$ cat src/rtl/sumdiff_recover.sv
// Sum/diff recovery: joins S and D streams, recovers A=(S+D)>>>1, B=(S-D)>>>1
// per I/Q component, and forks the result to two independent outputs.
module sumdiff_recover #(
  parameter int WIDTH       = 16,
  parameter bit TLAST_CHECK = 1'b1
) (
  input  logic             clk,
  input  logic             reset,
  input  logic             clear,
  input  logic [2*WIDTH-1:0] i0_tdata,
  input  logic             i0_tlast,
  input  logic             i0_tvalid,
  output logic             i0_tready,
  input  logic [2*WIDTH-1:0] i1_tdata,
  input  logic             i1_tlast,
  input  logic             i1_tvalid,
  output logic             i1_tready,
  output logic [2*WIDTH-1:0] a_tdata,
  output logic             a_tlast,
  output logic             a_tvalid,
  input  logic             a_tready,
  output logic [2*WIDTH-1:0] b_tdata,
  output logic             b_tlast,
  output logic             b_tvalid,
  input  logic             b_tready,
  output logic             tlast_err
);

  localparam int DW = 2 * WIDTH;

  // Widen by one bit so the add/sub never overflows, then drop the LSB.
  function automatic logic [WIDTH-1:0] half(
    input logic [WIDTH-1:0] x,
    input logic [WIDTH-1:0] y,
    input logic             sub
  );
    logic [WIDTH:0] xe;
    logic [WIDTH:0] ye;
    logic [WIDTH:0] r;
    xe = {x[WIDTH-1], x};
    ye = {y[WIDTH-1], y};
    r  = sub ? (xe - ye) : (xe + ye);
    return r[WIDTH:1];
  endfunction

  logic          s1_valid_q, s1_valid_d;
  logic [DW-1:0] s_q, s_d;
  logic [DW-1:0] dif_q, dif_d;
  logic          s1_last_q, s1_last_d;

  logic [DW-1:0] a_q, a_d;
  logic [DW-1:0] b_q, b_d;
  logic          last_q, last_d;
  logic          a_pend_q, a_pend_d;
  logic          b_pend_q, b_pend_d;
  logic          err_q, err_d;

  logic s2_free;
  logic s1_adv;
  logic s1_ready;
  logic join_ok;

  logic [WIDTH-1:0] s_i, s_qc, d_i, d_qc;

  assign s2_free  = (!a_pend_q | a_tready) & (!b_pend_q | b_tready);
  assign s1_adv   = s1_valid_q & s2_free;
  assign s1_ready = !s1_valid_q | s1_adv;
  assign join_ok  = i0_tvalid & i1_tvalid & s1_ready & !clear & !reset;

  assign i0_tready = join_ok;
  assign i1_tready = join_ok;

  assign s_i  = s_q[DW-1:WIDTH];
  assign s_qc = s_q[WIDTH-1:0];
  assign d_i  = dif_q[DW-1:WIDTH];
  assign d_qc = dif_q[WIDTH-1:0];

  always_comb begin
    s1_valid_d = s1_valid_q;
    s_d        = s_q;
    dif_d      = dif_q;
    s1_last_d  = s1_last_q;
    if (clear) begin
      s1_valid_d = 1'b0;
    end else if (join_ok) begin
      s1_valid_d = 1'b1;
      s_d        = i0_tdata;
      dif_d      = i1_tdata;
      s1_last_d  = i0_tlast;
    end else if (s1_adv) begin
      s1_valid_d = 1'b0;
    end
  end

  always_comb begin
    a_d      = a_q;
    b_d      = b_q;
    last_d   = last_q;
    a_pend_d = a_pend_q;
    b_pend_d = b_pend_q;
    if (clear) begin
      a_pend_d = 1'b0;
      b_pend_d = 1'b0;
    end else if (s1_adv) begin
      a_d      = {half(s_i, d_i, 1'b0), half(s_qc, d_qc, 1'b0)};
      b_d      = {half(s_i, d_i, 1'b1), half(s_qc, d_qc, 1'b1)};
      last_d   = s1_last_q;
      a_pend_d = 1'b1;
      b_pend_d = 1'b1;
    end else begin
      if (a_tready) a_pend_d = 1'b0;
      if (b_tready) b_pend_d = 1'b0;
    end
  end

  always_comb begin
    err_d = err_q;
    if (clear) begin
      err_d = 1'b0;
    end else if (TLAST_CHECK && join_ok && (i0_tlast != i1_tlast)) begin
      err_d = 1'b1;
    end
  end

  always_ff @(posedge clk or posedge reset) begin
    if (reset) begin
      s1_valid_q <= 1'b0;
      s_q        <= '0;
      dif_q      <= '0;
      s1_last_q  <= 1'b0;
      a_q        <= '0;
      b_q        <= '0;
      last_q     <= 1'b0;
      a_pend_q   <= 1'b0;
      b_pend_q   <= 1'b0;
      err_q      <= 1'b0;
    end else begin
      s1_valid_q <= s1_valid_d;
      s_q        <= s_d;
      dif_q      <= dif_d;
      s1_last_q  <= s1_last_d;
      a_q        <= a_d;
      b_q        <= b_d;
      last_q     <= last_d;
      a_pend_q   <= a_pend_d;
      b_pend_q   <= b_pend_d;
      err_q      <= err_d;
    end
  end

  assign a_tdata   = a_q;
  assign a_tlast   = last_q;
  assign a_tvalid  = a_pend_q;
  assign b_tdata   = b_q;
  assign b_tlast   = last_q;
  assign b_tvalid  = b_pend_q;
  assign tlast_err = err_q;

endmodule
$ cat config.mk
export PLATFORM = sky130hd
export DESIGN_NAME = sumdiff_recover
export DESIGN_NICKNAME = d
export VERILOG_FILES = /design/src/rtl/sumdiff_recover.sv
export SDC_FILE = /design/constraint.sdc
export NUM_CORES = 1
export LEC_CHECK = 0
export BUFFER_PORTS_ARGS = -buffer_cell sky130_fd_sc_hd__buf_2
export CAP_MARGIN = 20
export CELL_PAD_IN_SITES_DETAIL_PLACEMENT = 0
export CELL_PAD_IN_SITES_GLOBAL_PLACEMENT = 1
export CORE_ASPECT_RATIO = 1.75
export CORE_MARGIN = 1
export CORE_UTILIZATION = 46
export CTS_CLUSTER_SIZE = 24
export DETAILED_ROUTE_END_ITERATION = 6
export HOLD_SLACK_MARGIN = 0.1
export PLACE_DENSITY_LB_ADDON = 0.1
export SYNTH_ARGS = -nofsm -noshare
export SYNTH_HDL_FRONTEND = slang
export SYNTH_SLANG_ARGS = --single-unit
$ cat constraint.sdc
create_clock -name clk -period 10.65 [get_ports clk]
set_input_delay 1.065 -clock clk [delete_from_list [all_inputs] [get_ports clk]]
set_output_delay 1.065 -clock clk [all_outputs]
set_load 0.01 [all_outputs]
### Word level (Yosys, flattened, before mapping)

Cells that the tools add are included.

| cells by class | value |
|---|---|
| divide/modulo/power cells | 0 |
| add/sub/neg operators | 4 |
| eq/ne operators | 1 |
| muxes and demuxes | 11 |
| $lt $le $gt $ge | 0 |
| reduce and logical (&&, ||, !) cells | 12 |
| multipliers | 0 |
| bitwise operators | 10 |
| shift operators | 0 |

Operators by type and width:

| operator | number |
|---|---|
| $add 16x16->17 | 2 |
| $sub 16x16->17 | 2 |
| $mux 1 | 11 |
| $reduce_bool 3->1 | 3 |
| $and 1x1->1 | 6 |
| $logic_not 1->1 | 5 |
| $reduce_and 2->1 | 2 |
| $or 1x1->1 | 3 |
| $reduce_bool 2->1 | 1 |
| $logic_and 1x1->1 | 1 |
| $ne 1x1->1 | 1 |
| $not 1->1 | 1 |

| word-level totals | value |
|---|---|
| output and inout bits | 71 |
| latch bits | 0 |
| memories | 0 |
| RAM bits | 0 |
| ROM bits | 0 |
| bits in registers | 134 |
| bits of input ports | 73 |
| logic and storage cells | 48 |

### Depth between registers and ports, before layout

| depth | value |
|---|---|
| depth in word-level cells | 11 |
| depth in mapped cells | 10 |
| mapped depth without buffers | 9 |

### Least setup slack after synthesis

Ideal clock, no wire load.

| timing | value |
|---|---|
| path kind | in2out |
| start point | in reset |
| end point | out i1_tready |
| stages | 7 |
| required time | 9.585 ns |
| arrival time | 5.153 ns |
| buffers on the path | 2 |
| setup slack | 4.432 ns |
| path through | inv_1 > nand3_1 > nor2_1 > nand2_1 > clkinv_1 > clkbuf_1 > buf_4 |

| between the ends | value |
|---|---|
| cells in the longest elaborated chain, start to end | 2 |

RTL lines:

| element | line | text |
|---|---|---|
| from (decl) | 8 | `input logic reset,` |
| $logic_not 1->1 (no line) | - |  |
| $and 1x1->1 | 68 | `assign join_ok = i0_tvalid & i1_tvalid & s1_ready & !clear & !reset;` |
| to (decl) | 17 | `output logic i1_tready,` |

Every way passes these cells.

### Final worst setup path

| timing | value |
|---|---|
| start point | in reset |
| end point | out i0_tready |

| between the ends | value |
|---|---|
| cells in the longest elaborated chain, start to end | 2 |

RTL lines:

| element | line | text |
|---|---|---|
| $logic_not 1->1 (no line) | - |  |
| $and 1x1->1 | 68 |  |
| to (decl) | 13 | `output logic i0_tready,` |

Every way passes these cells.

==> impl_metrics.py <==
metrics = {
    "timing": {
        "timing.hold.ws_ns": 0.4702,
        "fin_skew_ns": 0.008091,
        "slew_viol_final": 0,
        "setup_tns_ns": 0,
        "finalHoldViolations": 0,
        "rsz0062_at_grt": "false",
        "min_period_ns": 4.193,
        "setup_viol": 0,
        "period_share_pct": 39.37,
        "tightest_slew_ns": 1.060,
        "relSlewSlack_pct": 29.04,
        "clock.fmax_mhz": 238.5,
        "setup_ws_ns": 6.457,
    },
    "cells_and_area": {
        "area_growth_pct": 17.55,
        "fin_cells": 1300,
        "design_area_mm2": 0.009563,
        "final_layout_size_suffix_gt1_share_pct": 19.08,
        "diodes": 0,
        "nets": 1193,
        "fin_util_pct": 55.03,
    },
    "synth": {
        "synthFlopType": "dfrtp_1",
        "synth_cell_types": 68,
        "synth_area_leaders": "dfrtp_1 (41%), nand2_1 (10%), ha_1 (9.2%)",
        "synth_nets": 1078,
        "yosysSeqAreaShare_pct": 41.22,
        "avgSynthCellArea_um2": 8.645,
        "synth_area_leader_cell": "dfrtp_1",
        "synth_edf_count": 0,
        "syn_area_mm2": 0.008135,
        "synthArstFlopShare_pct": 100.0,
        "ys_seq_elements": 134,
        "yosys.area.top_type_share_pct": 41.22,
        "syn_inst": 941,
        "yosys_warnings": 0,
    },
    "routing": {
        "drc": 0,
        "drt_iter0_markers": 228,
        "vias_per_cell": 5.219,
        "vias": 6785,
        "totalWireLength_um": 21160,
        "antenna_left": 0,
        "wl_per_cell_um": 16.28,
        "dr.pass1.iters": 5,
    },
    "worst_hold_path": {
        "holdCritPathClass": "reg -> reg",
        "min_from": "a_tdata[3]",
        "min_path_cells": 2,
        "hold_path_end": "a_tdata[3]",
    },
    "placed_design": {
        "dp_cells": 1267,
        "dpl.hpwl_um": 16180,
        "place_area_mm2": 0.008926,
        "io_buffer_count": 143,
        "globalplace.congestion": 0.8732,
        "dp_slack_ns": 6.357,
    },
    "flow_run": {
        "drv_cap": 0,
    },
    "grt": {
        "grt_max_degree": 60,
        "antenna_found_initial": 0,
        "grt-ovfl-total": 0,
        "first_global_vias": 6787,
        "grt_usage_pct": 24.86,
        "grt_pass1_wl_um": 33960,
    },
    "clock_tree": {
        "cts_buffers": 17,
        "htreeDepth": 4,
        "ctsHoldBuffers": 0,
        "clkTransAtPathRegs_ns": 0.05,
        "ctsLongestPathBuffers": 2,
        "clock_sinks": 134,
        "root_buffer": "clkbuf_16",
        "cts_resized": 0,
        "clk_latency_ns": 0.44,
        "cts_tree": "done",
        "cts_setup_buffers": 0,
    },
    "critical_path": {
        "r2r_start": "s_q[0]",
        "start_kind": "input port",
        "critPathMaxFanout": 57,
        "timing.rr.end": "a_tdata[13]",
        "rr_worst_depth": 9,
        "worst-r2r-setup-slack_ns": 7.92,
        "crit_path_end_kind": "output pin",
        "startpoint": "reset",
        "crit_type": "in -> out",
        "cp.arrival_ns": 3.13,
        "worstPathRequired_ns": 9.59,
    },
    "floorplan": {
        "die_w_um": 102.5,
        "dieArea_mm2": 0.01824,
        "io_pins": 144,
        "coreArea_mm2": 0.01738,
        "fp.dieH_um": 177.9,
        "start_util_pct": 46.82,
        "rows": 64,
    },
    "power_and_ir_drop": {
        "p_per_area_mw_per_mm2": 253.2,
        "total_power_mw": 2.421,
        "ir_drop_v": 0.0001489,
        "leakage_nw": 4.822,
    },
    "status": {
        "status": "finished, final reports clean",
    },
}
## sequential cells by signal, summed over array words and instances, names as in the netlist
register and cells:
a_tdata 32, a_tlast 1, a_tvalid 1, b_tdata 32, b_tvalid 1, dif_q 32, s1_last_q 1, s1_valid_q 1
s_q 32, tlast_err 1
## critical path, cell delays in order
cell and delay [ns]:
buf_2 0.12, inv_6 0.28, nand3_1 0.15, nor2_1 0.11
nand2_1 0.08, inv_2 0.47, buf_4 0.57, buf_2 0.23
## placed cells by master, fill, tap and decap left out, types with 17 or more instances in the layout
cell type    n
xor2_1      17
inv_1       55
ha_1        60
o21ai_0     99
xnor2_1     34
clkbuf_16   17
buf_2      143
nand2_1    220
a21oi_1     48
dfrtp_1    134
nor2_1      44
## kinds of logic (layout without fill, tap and decap cells)
group,after synthesis,after routing,share of synthesized area [%]
AOI/OAI and AO/OA,235,235,18.26
xor gates and xnor gates,51,51,5.491
adders and majority gates,64,64,10.21
buffers and inverters,111,239,5.937
DFF,134,134,41.22
muxes,2,2,0.2768
and+or+nand+nor,344,344,18.61
## layer usage
metal  GRT usage (%)  part of all wire [%]
met2           45.94                    55
met1           25.14                    37
met3           4.175                   3.1
met5               0                     0
met4           15.30                   5.1
## power by group
part	leakage (nW)	switching, mW	internal, mW
Combinational	2.84	0.606	0.415
Sequential	1.69	0.101	0.674
Clock	0.295	0.230	0.396
## synth_stat cells, types with 7 or more instances
master	instances
a21o_1	9
a21oi_1	48
a31oi_1	7
and3_1	10
buf_2	14
clkbuf_1	27
dfrtp_1	134
ha_1	60
inv_1	56
nand2_1	220
nand3_1	11
nor2_1	44
nor2b_1	11
nor3_1	11
nor4_1	7
o21ai_0	99
o21ai_1	11
o31ai_1	9
xnor2_1	34
xor2_1	17
## layout make-up
class | count | area, um2
multi-input combinational | 696 | 4304
timing repair buffer | 150 | 775.7
fill | 1713 | 7814
inverter | 57 | 219.0
sequential | 134 | 3353
tap | 231 | 289.0
clock inverter | 13 | 178.9
clock buffer | 19 | 442.9
## worst max path at each step
stage,endpoint,slack [ns],depth (start not counted)
2_1_floorplan,i1_tready,4.43,7
3_3_place_gp,i0_tready,6.39,8
3_5_place_dp,i0_tready,6.36,8
4_1_cts,i0_tready,6.36,8
5_1_grt,i0_tready,6.15,8
6_report,i0_tready,6.46,8
(Power assumes the default switching activity.)
